==> config.mk <==
export PLATFORM = sky130hd
export DESIGN_NAME = rom_fetch_flat
export DESIGN_NICKNAME = d
export VERILOG_FILES = /design/src/rtl/rom_fetch_pkg.sv /design/src/rtl/rom_fetch_if.sv /design/src/rtl/rom_fetch_queue.sv /design/src/rtl/rom_fetch.sv /design/src/flat_wrapper.sv
export SDC_FILE = /design/constraint.sdc
export NUM_CORES = 1
export LEC_CHECK = 0
export BUFFER_PORTS_ARGS = -buffer_cell sky130_fd_sc_hd__buf_2
export CORE_AREA = 10 10 192 194
export DETAILED_ROUTE_END_ITERATION = 8
export DIE_AREA = 0 0 202 204
export PLACE_DENSITY_LB_ADDON = 0.08
export SLEW_MARGIN = 20
export SYNTH_ARGS = -nofsm -noshare
export SYNTH_HDL_FRONTEND = slang
export SYNTH_SLANG_ARGS = --single-unit
==> constraint.sdc <==
create_clock -name i_clock -period 6.3 [get_ports i_clock]
set_clock_uncertainty 0.1 [all_clocks]
set_input_delay 1.26 -clock i_clock [delete_from_list [all_inputs] [get_ports i_clock]]
set_output_delay 1.26 -clock i_clock [all_outputs]
set_load 0.01 [all_outputs]
==> src/rtl/rom_fetch_pkg.sv <==
// Shared definitions for the boot-ROM instruction fetcher: FSM state
// encoding, address step / alignment constants and the queue entry layout.
package rom_fetch_pkg;

  typedef enum logic [1:0] {
    S_IDLE  = 2'd0,
    S_FETCH = 2'd1,
    S_STALL = 2'd2
  } fetch_state_t;

  // Byte distance between consecutive instruction words
  localparam logic [31:0] PC_INC = 32'd4;

  // Clears the two byte-offset bits of an address
  localparam logic [31:0] WORD_ALIGN_MASK = 32'hFFFF_FFFC;

  // One prefetched instruction together with the address it came from
  typedef struct packed {
    logic [31:0] pc;
    logic [31:0] instr;
  } fetch_entry_t;

  function automatic logic [31:0] word_align(input logic [31:0] addr);
    return addr & WORD_ALIGN_MASK;
  endfunction

endpackage

==> src/rtl/rom_fetch_if.sv <==
// Boot-ROM read bus: registered request/address from the fetcher, data and
// a ready strobe returned by the ROM exactly one cycle after each request.
interface rom_fetch_if;

  logic        o_bus_request;
  logic [31:0] o_bus_address;
  logic [31:0] i_bus_rdata;
  logic        i_bus_ready;

  // Fetcher side
  modport master (
    output o_bus_request,
    output o_bus_address,
    input  i_bus_rdata,
    input  i_bus_ready
  );

  // ROM side
  modport slave (
    input  o_bus_request,
    input  o_bus_address,
    output i_bus_rdata,
    output i_bus_ready
  );

endinterface

==> src/rtl/rom_fetch_queue.sv <==
// fetch_queue: small circular FIFO of fetched instructions. The head entry
// is readable combinationally; push and pop in the same cycle are accepted
// even when full, and flush empties the queue in one edge.
module fetch_queue
  import rom_fetch_pkg::*;
#(
  parameter int DEPTH = 4
) (
  input  logic                       clk_i,
  input  logic                       rst_n_i,
  input  logic                       flush_i,
  input  logic                       push_i,
  input  fetch_entry_t               push_data_i,
  input  logic                       pop_i,
  output fetch_entry_t               head_o,
  output logic                       full_o,
  output logic                       empty_o,
  output logic [$clog2(DEPTH+1)-1:0] count_o
);

  localparam int PTR_W = $clog2(DEPTH);
  localparam int CNT_W = $clog2(DEPTH + 1);

  fetch_entry_t     mem_q [DEPTH];
  logic [PTR_W-1:0] wr_ptr_q;
  logic [PTR_W-1:0] rd_ptr_q;
  logic [CNT_W-1:0] count_q;
  logic             do_push;
  logic             do_pop;

  assign empty_o = (count_q == '0);
  assign full_o  = (count_q == CNT_W'(DEPTH));
  assign count_o = count_q;
  assign head_o  = mem_q[rd_ptr_q];

  // A pop frees a slot in the same edge, so a full queue still takes a push
  assign do_pop  = pop_i && !empty_o;
  assign do_push = push_i && (!full_o || do_pop);

  // Entry storage; cleared on reset so the head is never undefined
  always_ff @(posedge clk_i or negedge rst_n_i) begin
    if (!rst_n_i) begin
      for (int i = 0; i < DEPTH; i++) mem_q[i] <= '0;
    end else if (do_push && !flush_i) begin
      mem_q[wr_ptr_q] <= push_data_i;
    end
  end

  // Pointers and occupancy; flush takes priority over any push/pop
  always_ff @(posedge clk_i or negedge rst_n_i) begin
    if (!rst_n_i) begin
      wr_ptr_q <= '0;
      rd_ptr_q <= '0;
      count_q  <= '0;
    end else if (flush_i) begin
      wr_ptr_q <= '0;
      rd_ptr_q <= '0;
      count_q  <= '0;
    end else begin
      if (do_push) wr_ptr_q <= wr_ptr_q + 1'b1;
      if (do_pop)  rd_ptr_q <= rd_ptr_q + 1'b1;
      count_q <= count_q + CNT_W'(do_push) - CNT_W'(do_pop);
    end
  end

endmodule

==> src/rtl/rom_fetch.sv <==
// rom_fetch: sequential instruction fetcher for a fixed-latency boot ROM.
// Requests are issued against a credit that counts queued entries plus the
// one response that may still be in flight; jumps flush the queue and kill
// the in-flight response. Build option: ROM_FETCH_PREFETCH_EN enables a
// QUEUE_DEPTH-deep prefetch window; without it only one instruction is ever
// outstanding (one instruction every three cycles).
module rom_fetch
  import rom_fetch_pkg::*;
#(
  parameter logic [31:0] RESET_PC    = 32'h0000_0000,
  parameter int          QUEUE_DEPTH = 4
) (
  input  logic              i_clock,
  input  logic              i_reset_n,
  input  logic              i_jump,
  input  logic [31:0]       i_jump_pc,
  rom_fetch_if.master       bus,
  output logic              o_valid,
  output logic [31:0]       o_instruction,
  output logic [31:0]       o_pc,
  input  logic              i_ready
);

`ifdef ROM_FETCH_PREFETCH_EN
  localparam int CREDIT_DEPTH = QUEUE_DEPTH;
`else
  // Storage stays QUEUE_DEPTH deep but only one entry is ever committed
  localparam int CREDIT_DEPTH = 1;
`endif

  localparam int          CNT_W      = $clog2(QUEUE_DEPTH + 1);
  localparam int          SUM_W      = CNT_W + 1;
  localparam logic [31:0] START_PC   = RESET_PC & WORD_ALIGN_MASK;

  fetch_state_t state_q;
  logic         req_q;
  logic [31:0]  addr_q;
  logic [31:0]  fetch_pc_q;
  logic         resp_live_q;
  logic [31:0]  resp_pc_q;

  fetch_entry_t     q_head;
  fetch_entry_t     push_entry;
  logic             q_full;
  logic             q_empty;
  logic [CNT_W-1:0] q_count;

  logic             pop_en;
  logic             push_en;
  logic             live_d;
  logic [SUM_W-1:0] occ_after;
  logic [SUM_W-1:0] committed;
  logic             credit;
  logic             issue_d;
  logic [31:0]      issue_pc_d;

  assign bus.o_bus_request = req_q;
  assign bus.o_bus_address = addr_q;

  assign o_valid       = !q_empty;
  assign o_instruction = o_valid ? q_head.instr : 32'h0;
  assign o_pc          = o_valid ? q_head.pc    : 32'h0;

  assign push_entry = {resp_pc_q, bus.i_bus_rdata};

  // Handshakes, issue credit and next fetch address for the coming edge
  always_comb begin
    pop_en     = o_valid && i_ready && !i_jump;
    // Responses are dropped while idle and when their request was killed
    push_en    = bus.i_bus_ready && resp_live_q && !i_jump && (state_q != S_IDLE);
    // The request on the bus now returns next edge unless a jump kills it
    live_d     = req_q && !i_jump;
    occ_after  = '0;
    if (!i_jump) begin
      occ_after = SUM_W'(q_count) + SUM_W'(push_en) - SUM_W'(pop_en);
    end
    committed  = occ_after + SUM_W'(live_d);
    // Never issue into a full queue that is not draining this edge
    credit     = (committed < SUM_W'(CREDIT_DEPTH)) && !(q_full && !pop_en);
    issue_d    = i_jump || ((state_q != S_IDLE) && credit);
    issue_pc_d = i_jump ? word_align(i_jump_pc) : fetch_pc_q;
  end

  // Fetch FSM with registered bus request, address and response tracking
  always_ff @(posedge i_clock or negedge i_reset_n) begin
    if (!i_reset_n) begin
      state_q     <= S_IDLE;
      req_q       <= 1'b0;
      addr_q      <= START_PC;
      fetch_pc_q  <= START_PC;
      resp_live_q <= 1'b0;
      resp_pc_q   <= 32'h0;
    end else begin
      req_q       <= issue_d;
      resp_live_q <= live_d;
      if (issue_d) begin
        addr_q     <= issue_pc_d;
        fetch_pc_q <= issue_pc_d + PC_INC;
      end
      if (req_q) begin
        resp_pc_q <= addr_q;
      end
      case (state_q)
        S_IDLE:  state_q <= S_FETCH;
        default: state_q <= (i_jump || credit) ? S_FETCH : S_STALL;
      endcase
    end
  end

  fetch_queue #(
    .DEPTH (QUEUE_DEPTH)
  ) u_queue (
    .clk_i       (i_clock),
    .rst_n_i     (i_reset_n),
    .flush_i     (i_jump),
    .push_i      (push_en),
    .push_data_i (push_entry),
    .pop_i       (pop_en),
    .head_o      (q_head),
    .full_o      (q_full),
    .empty_o     (q_empty),
    .count_o     (q_count)
  );

endmodule

==> src/flat_wrapper.sv <==
// flat-port wrapper written by rule: the top's interface ports become plain ports
module rom_fetch_flat import rom_fetch_pkg::*;
#(
  parameter logic [31:0] RESET_PC    = 32'h0000_0000,
  parameter int          QUEUE_DEPTH = 4
)
  (i_clock, i_reset_n, i_jump, i_jump_pc, o_valid, o_instruction, o_pc, i_ready, bus_o_bus_request, bus_o_bus_address, bus_i_bus_rdata, bus_i_bus_ready);
  rom_fetch_if bus_i ();
  input  logic i_clock;
  input  logic i_reset_n;
  input  logic i_jump;
  input  logic [31:0] i_jump_pc;
  output logic o_valid;
  output logic [31:0] o_instruction;
  output logic [31:0] o_pc;
  input  logic i_ready;
  output wire logic [$bits(bus_i.o_bus_request)-1:0] bus_o_bus_request;
  output wire logic [$bits(bus_i.o_bus_address)-1:0] bus_o_bus_address;
  input wire logic [$bits(bus_i.i_bus_rdata)-1:0] bus_i_bus_rdata;
  input wire logic [$bits(bus_i.i_bus_ready)-1:0] bus_i_bus_ready;
  assign bus_o_bus_request = bus_i.o_bus_request;
  assign bus_o_bus_address = bus_i.o_bus_address;
  assign bus_i.i_bus_rdata = bus_i_bus_rdata;
  assign bus_i.i_bus_ready = bus_i_bus_ready;
  rom_fetch #(.RESET_PC(RESET_PC), .QUEUE_DEPTH(QUEUE_DEPTH)) u_core (.i_clock(i_clock), .i_reset_n(i_reset_n), .i_jump(i_jump), .i_jump_pc(i_jump_pc), .bus(bus_i), .o_valid(o_valid), .o_instruction(o_instruction), .o_pc(o_pc), .i_ready(i_ready));
endmodule
==> results of run 1 <==
## registers in the layout (all words and copies together) (netlist names)
signal / flops
u_core.fetch_pc_q: 30
u_core.u_queue.rd_ptr_q: 2
u_core.bus.o_bus_request: 1
u_core.state_q: 2
u_core.bus.o_bus_address: 30
u_core.resp_pc_q: 30
u_core.u_queue.wr_ptr_q: 2
u_core.u_queue.mem_q: 248
u_core.u_queue.count_o: 3
u_core.resp_live_q: 1
## power by group through the flow
| stage | clock network (mW) | logic (mW) | registers, mW |
|---|---|---|---|
| floorplan | 0 | 2.15 | 3.13 |
| finish | 2.49 | 2.93 | 3.26 |
| detailed placement | 0 | 2.98 | 3.31 |
| global route | 2.65 | 3.21 | 3.35 |
| CTS | 2.55 | 2.99 | 3.27 |
| global placement | 0 | 2.93 | 3.29 |
## worst paths after layout
check / startpoint / endpoint / slack (ps) / cells past startpoint
hold / removal: u_core.u_queue.mem_q[120] / u_core.u_queue.mem_q[120] / 400 / 1
max in group asynchronous: i_reset_n / u_core.bus.o_bus_address[27] / 4660 / 2
min in group asynchronous: i_reset_n / u_core.u_queue.mem_q[154] / 500 / 1
setup reg to reg: u_core.u_queue.count_o[0] / u_core.fetch_pc_q[26] / 1650 / 16
hold reg to reg: u_core.u_queue.mem_q[120] / u_core.u_queue.mem_q[120] / 400 / 1
setup / recovery: i_jump / u_core.fetch_pc_q[26] / 1340 / 15
## worst max-delay path, stage by stage
cell      delay, ps
buf_4           200
nor2_1          200
nand3_1         170
ha_1            310
inv_1            40
ha_1            210
fa_1            470
nor2b_1         150
ha_1            300
a311oi_2        270
nand4b_1        420
or2_1           600
buf_4           290
nor4b_1         250
a221o_1         150
## cell usage after synthesis (3+ instances only)
cell type	number	share of area, %
nor2b_1	7	0.26
nand2_1	50	1.1
a21oi_1	20	0.59
nor2_1	28	0.62
buf_6	5	0.33
dfrtp_1	349	52
and2_1	62	2.3
o21ai_0	20	0.59
inv_2	3	0.067
nand3b_1	9	0.40
nor4_2	3	0.22
buf_1	6	0.13
o21ai_1	14	0.42
nand4_1	8	0.30
ha_1	13	0.96
nand3_1	26	0.77
inv_1	17	0.38
nand3_4	3	0.31
mux2_2	279	19
nor3_1	24	0.71
xnor2_1	40	2.1
mux2_1	4	0.27
clkbuf_1	23	0.51
a22oi_1	3	0.13
mux4_2	62	8.3
buf_2	38	1.1
o211ai_1	3	0.13
buf_4	8	0.36
xor2_1	10	0.52
mux2i_1	38	2.3
nor4_1	3	0.11
nand2b_1	3	0.11
## per-layer routing
metal	global-route usage, %	share of wire (%)	vias to the layer above
met5	0	0.071	-
li1	-	-	4737
met4	3.705	1.3	4
met1	25.22	47	5308
met3	3.788	4.5	46
met2	30.14	47	197
## layout make-up
cell class,instances,area share [%]
Sequential cell,349,44.86
Clock inverter,11,1.182
Clock buffer,60,6.199
Timing Repair Buffer,177,5.062
Tap cell,448,2.878
Multi-Input combinational cell,784,39.43
Inverter,20,0.3854
## cells by family after synthesis
logic type / count (synthesis)
compound gates: 89
other cells: 1
buf+inv: 100
mux: 384
flops: 349
fa+ha+maj: 15
xor+xnor: 50
simple gates: 242
## per-stage QoR
step	std cells	total power, mW
2_1_floorplan	1233	5.274
6_report	1849	8.684
5_1_grt	1849	9.214
3_3_place_gp	1777	6.225
3_5_place_dp	1777	6.291
4_1_cts	1848	8.814
==> metrics.cfg, run 1 <==
[pwr]
swShare_pct=32.90
seqPwrFrac_pct=37.6
p_clk_share_pct=28.7
p_per_area_nw_per_um2=445.9
net-switching-power_mw=2.857
cellInternalPower_mw=5.828
peakVddDrop_mv=0.2823
p_leak_nw=9.157
share_comb_of_total_power_pct=33.7

[die]
io-pin-count=167
die_x_um=202
start_util_pct=50.92
fp.dieH_um=204
core.rowCount=67
core_area_um2=33110
dieArea_um2=41210

[critical_path]
cp.required_ps=6650
worst-path-max-fanout=23
start_kind=input port
crit_type=input port to flop
critical_path_arrival_ps=5310
end_kind=flop

[clock_network]
clk_latency_ps=520
clk_pin_slew_ps=60
postCtsSetupRepairBufs=0
clk_path_buf_depth=3
cts_resized=0
cts_made_buffers=40
clockRootBuffer=clkbuf_16
cts_tree=built
ctsHtreeMaxLevel=2
clock-sinks=349
ctsHoldBuffers=0

[finish]
multiInputGateArea_um2=7680
fin_area_um2=19480
fillers=2711
syn_to_final_growth_pct=15.52
num_antenna_cells=0
postLayoutCoreUtil_pct=58.82
mostFrequentLayoutCells=dfrtp_1 (347), mux2_2 (279), buf_2 (158)
drive_gt1_share_pct=44.04
regArea_um2=8738
layout_commonest_cell=dfrtp_1
final_nets=1456

[timing]
drv_slew=0
fmax_mhz=201.5
fin_crit_ps=4962
worst_slew_pin_slew_ps=1087
final_hold_viol_count=0
setup_viol=0
whs_ps=397.8
fin_tns_setup_ps=0
max-slew-margin-rel_pct=27.54
grt_setup_unrepaired=false
post-route-period-util_pct=78.77
setup_slack_ps=1338

[synthesis]
yosys.area_share.xor_xnor_pct=2.597
async_flop_share_pct=100.0
ys_ff_latch=349
netlist_area_um2=16860
synth-simple-area-share_pct=8.230
syn_inst=1230
muxShareOfSynthArea_pct=29.52
synth-compound-area-share_pct=3.718
synth_top_family_by_area=multiplexers
synth-seq-area-share_pct=51.80
synth_flop_cell=dfrtp_1
synthAdderAreaFrac_pct=1.202
synth_edf_count=0
synth_cell_types=71
synth_warnings=0
syn_avg_cell_area_um2=13.71

[detailed_routing]
drtAntennaViolNets=0
drc_errors=0
totalWireLength_um=38110
drt_iter0_markers=479
vias=10292
viasPerCell=5.566
wl_per_cell_um=20.61
first_pass_iters=4

[status]
status=finished clean

[placement]
portBuffers=160
place_ws_ps=802.3
routabilityCongestion=0.8196
hpwl_um=23530
placed_area_um2=18010

[global_routing]
grt_antenna_before_repair=2
grt_pass1_vias=10968
grt_usage_pct=18.48
grt_pass1_wl_um=61720
grt_max_degree=132
grt-ovfl-total=0

[flow_run]
maxCapViolCount=0

[worst_hold_path]
hold_path.class=flop to flop

(Power assumes the default switching activity.)
==> run 2, diff against run 1 <==
==> constraint.sdc (replaced) <==
create_clock -name i_clock -period 5.1 [get_ports i_clock]
set_clock_uncertainty 0.1 [all_clocks]
set_input_delay 1.02 -clock i_clock [delete_from_list [all_inputs] [get_ports i_clock]]
set_output_delay 1.02 -clock i_clock [all_outputs]
set_load 0.01 [all_outputs]
==> metrics.cfg, run 2 (synthesized netlist as in run 1, its figures left out) <==
[clock_network]
clock-sinks=349
postCtsSetupRepairBufs=0
clk_path_buf_depth=3
ctsHoldBuffers=0
cts_tree=built
ctsHtreeMaxLevel=2
clk_latency_ps=530
clk_pin_slew_ps=60
clockRootBuffer=clkbuf_16
cts_made_buffers=41
cts_resized=0

[global_routing]
grt-ovfl-total=0
grt_pass1_vias=11022
grt_max_degree=139
grt_antenna_before_repair=3
grt_pass1_wl_um=62370
grt_usage_pct=18.78

[critical_path]
cp.required_ps=5470
start_kind=flop
crit_type=flop to flop
critical_path_arrival_ps=4630
worst-path-max-fanout=8
end_kind=flop

[detailed_routing]
wl_per_cell_um=20.74
drc_errors=0
drtAntennaViolNets=0
first_pass_iters=4
vias=10326
drt_iter0_markers=488
totalWireLength_um=38400
viasPerCell=5.576

[finish]
multiInputGateArea_um2=7680
regMostFlops=u_core.u_queue.mem_q
postLayoutCoreUtil_pct=58.58
final_nets=1460
layout_commonest_cell=dfrtp_1
fillers=2726
regArea_um2=8738
syn_to_final_growth_pct=15.06
drive_gt1_share_pct=43.87
largest_reg_flops=248
mostFrequentLayoutCells=dfrtp_1 (347), mux2_2 (279), buf_2 (158)
num_antenna_cells=0

[timing]
setup_viol=0
fmax_mhz=235.0
fin_tns_setup_ps=0
drv_slew=0
grt_setup_unrepaired=false
final_hold_viol_count=0
fin_crit_ps=4255
post-route-period-util_pct=83.43
max-slew-margin-rel_pct=27.60
worst_slew_pin_slew_ps=1085

[die]
die_x_um=202
io-pin-count=167
start_util_pct=50.92
core_area_um2=33110
core.rowCount=67
dieArea_um2=41210
fp.dieH_um=204

[pwr]
p_clk_share_pct=26.8
net-switching-power_mw=3.543
peakVddDrop_mv=0.3604
p_per_area_nw_per_um2=542.2
swShare_pct=33.68
p_leak_nw=9.114
share_comb_of_total_power_pct=34.9
seqPwrFrac_pct=38.2
cellInternalPower_mw=6.976

[worst_hold_path]
hold_path.class=flop to flop

[status]
status=finished clean

[placement]
portBuffers=160
routabilityCongestion=0.7980
hpwl_um=23750

[flow_run]
maxCapViolCount=0

==> run 2: final timing paths <==
check | startpoint | to | slack (ps) | depth (start not counted)
min in group asynchronous | i_reset_n | u_core.u_queue.mem_q[148] | 480 | 1
hold reg to reg | u_core.u_queue.mem_q[65] | u_core.u_queue.mem_q[65] | 400 | 1
max in group asynchronous | i_reset_n | u_core.u_queue.mem_q[8] | 3420 | 2
hold / removal | u_core.u_queue.mem_q[65] | u_core.u_queue.mem_q[65] | 400 | 1
setup reg to reg | u_core.u_queue.count_o[0] | u_core.fetch_pc_q[27] | 850 | 16
setup / recovery | u_core.u_queue.count_o[0] | u_core.fetch_pc_q[27] | 850 | 16
==> run 2: critical path, stage by stage, from the launching register on <==
cell and delay, ps:
dfrtp_1 400, nor2_1 340, nand2_2 110, nand2_1 130, nor2_1 60, ha_1 270
inv_1 40, ha_1 210, fa_1 470, nor2b_1 150, ha_1 320, a311oi_2 290
nand4b_1 260, or2_1 440, buf_4 240, nor4b_2 210, a221o_1 140
==> run 2: through the flow <==
stage	total power, mW	hold WS (ps)	worst slack, ps	cells	cell area (um^2)
after floorplan	6.515	373.9	112.4	1233	16870
after global placement	7.740	381.8	352.8	1781	18090
after detailed placement	7.825	387.8	336.6	1781	18090
after CTS	10.69	400.6	826.7	1852	19400
after global routing	11.19	407.9	502.3	1852	19400
final	10.52	397.9	845.0	1852	19400
==> run 2: cell type report <==
class / instances / share of cell area [%]
repair buffers: 180 / 5.353
clock inverters: 8 / 0.3870
inverters: 20 / 0.3870
well taps: 448 / 2.890
clock buffers: 63 / 6.347
multi-input cells: 784 / 39.59
flip-flops and latches: 349 / 45.05
==> run 2: per-layer routing <==
layer  wire length, um  GRT usage [%]
met1             17600          25.63
met2             18280          30.35
met3              1908          3.963
met4               580          4.242
met5                26              0
==> run 2: power by group through the flow <==
| stage | Combinational [mW] | Sequential (mW) | Clock (mW) |
|---|---|---|---|
| final | 3.68 | 4.02 | 2.82 |
| after global routing | 4.03 | 4.13 | 3.02 |
| after CTS | 3.76 | 4.03 | 2.89 |
| after detailed placement | 3.75 | 4.08 | 0 |
| after global placement | 3.69 | 4.05 | 0 |
| after floorplan | 2.65 | 3.86 | 0 |
==> run 3, diff against run 2 <==
==> constraint.sdc (replaced) <==
create_clock -name i_clock -period 4.19 [get_ports i_clock]
set_clock_uncertainty 0.1 [all_clocks]
set_input_delay 0.838 -clock i_clock [delete_from_list [all_inputs] [get_ports i_clock]]
set_output_delay 0.838 -clock i_clock [all_outputs]
set_load 0.01 [all_outputs]
==> metrics.cfg, run 3 (synthesized netlist as in run 1, its figures left out) <==
[pwr]
p_clk_share_pct=25.8
peakVddDrop_mv=0.4523
p_per_area_nw_per_um2=668.6
seqPwrFrac_pct=37.1
net-switching-power_mw=4.414
swShare_pct=33.34
share_comb_of_total_power_pct=37.1
cellInternalPower_mw=8.825
p_leak_nw=9.330

[placement]
portBuffers=160
hpwl_um=25020
placed_area_um2=18520
routabilityCongestion=0.8277
dp.cells=1818

[finish]
largest_reg_flops=248
final_nets=1495
num_antenna_cells=0
layout_commonest_cell=dfrtp_1
postLayoutCoreUtil_pct=59.80
regArea_um2=8738
mostFrequentLayoutCells=dfrtp_1 (347), mux2_2 (279), buf_2 (158)
syn_to_final_growth_pct=17.44
finalNonFillerCells=1887
fin_area_um2=19800
fillers=2703
drive_gt1_share_pct=46.28
multiInputGateArea_um2=7752
regMostFlops=u_core.u_queue.mem_q

[status]
status=finished clean

[die]
io-pin-count=167
core.rowCount=67
die_x_um=202
dieArea_um2=41210
start_util_pct=50.92
fp.dieH_um=204
core_area_um2=33110

[critical_path]
r2r_slack_ps=280
start_kind=flop
crit_type=flop to flop
cp.required_ps=4460
cp_slowest_stage_delay_ps=520
worst-path-max-fanout=7
crit_chain=inv_2, nand2_2, nand2_1, nor2_2, ha_1, inv_1, ha_2, fa_1, nor2b_1, ha_1, or3_1, nand4b_1, buf_4, or2_1, buf_4, mux2i_1, o21ai_1
critical_path_arrival_ps=4180
cp_slowest_cell=dfrtp_1
end_kind=flop

[timing]
worst_slew_pin_slew_ps=1058
post-route-period-util_pct=93.41
setup_viol=0
grt_setup_unrepaired=false
drv_slew=0
fmax_mhz=255.5
fin_crit_ps=3914
fin_tns_setup_ps=0
max-slew-margin-rel_pct=29.45
final_hold_viol_count=0

[global_routing]
grt_pass1_vias=11203
grt-ovfl-total=0
grt_antenna_before_repair=2
grt_pass1_wl_um=62530
grt_max_degree=139
grt_usage_pct=18.72

[detailed_routing]
vias=10439
viasPerCell=5.532
drtAntennaViolNets=0
first_pass_iters=5
drc_errors=0
wl_per_cell_um=20.40
drt_iter0_markers=625
totalWireLength_um=38500

[clock_network]
clk_latency_ps=520
cts_tree=built
clock-sinks=349
cts_resized=0
postCtsSetupRepairBufs=0
clk_path_buf_depth=3
clockRootBuffer=clkbuf_16
ctsHoldBuffers=0
clk_pin_slew_ps=60
cts_made_buffers=39
ctsHtreeMaxLevel=2

[worst_hold_path]
hold_path.class=input port to asynchronous set/reset pin

[flow_run]
maxCapViolCount=0

run 3: cell count changes in the layout (fill, tap and decap cells not counted), sizes merged:
cell / change
clkbuf: -9
buf: +37
clkinv: +6
bufinv: +3
inv: -2
run 3: power by group through the flow:
stage / logic (mW) / registers [mW] / clock network [mW]
floorplan: 3.31 / 4.70 / 0
global placement: 4.93 / 4.95 / 0
detailed placement: 4.99 / 4.97 / 0
CTS: 5.01 / 4.92 / 3.51
global route: 5.35 / 5.04 / 3.65
finish: 4.92 / 4.91 / 3.42
run 3: metal layers:
layer  GRT usage (%)  vias to the layer above  wire (um)
met5               0                        -         13
met4           4.510                        2        612
met3           3.550                       46       1578
met2           30.11                      173      18150
met1           25.83                     5390      18140
li1                -                     4828          -
run 3: worst max-delay path, delay by kind of cell, from the launching register on:
family	cells	cell delay [ps]
multiplexers	1	200
AND/OR/NAND/NOR	7	1230
AO/OA/AOI/OAI	1	70
adder cells (fa/ha/maj)	4	1080
buffers and inverters	4	580
flip-flops	1	520
run 3: per-stage QoR:
stage	hold slack, ps	power [mW]	worst slack, ps
final	248.9	13.24	276.2
after global routing	303.9	14.04	2.368
after floorplan	373.9	8.015	-266.7
after detailed placement	387.0	9.961	-153.9
after CTS	289.1	13.44	248.1
after global placement	382.2	9.877	-116.4
run 3: layout make-up:
| type | count | area share [%] |
|---|---|---|
| sequential | 349 | 44.13 |
| multi-input combinational | 784 | 39.15 |
| timing repair buffer | 217 | 7.027 |
| clock buffer | 54 | 5.580 |
| tap | 448 | 2.831 |
| clock inverter | 15 | 0.8973 |
| inverter | 20 | 0.3791 |
run 3: final timing paths:
path | end | start | cells past startpoint
min in group i_clock | u_core.u_queue.mem_q[1] | u_core.u_queue.mem_q[1] | 1
max in group asynchronous | u_core.resp_pc_q[2] | i_reset_n | 3
setup reg to reg | u_core.bus.o_bus_address[11] | u_core.u_queue.count_o[2] | 17
hold / removal | u_core.u_queue.mem_q[216] | i_reset_n | 1
setup / recovery | u_core.bus.o_bus_address[11] | u_core.u_queue.count_o[2] | 17
hold reg to reg | u_core.u_queue.mem_q[1] | u_core.u_queue.mem_q[1] | 1
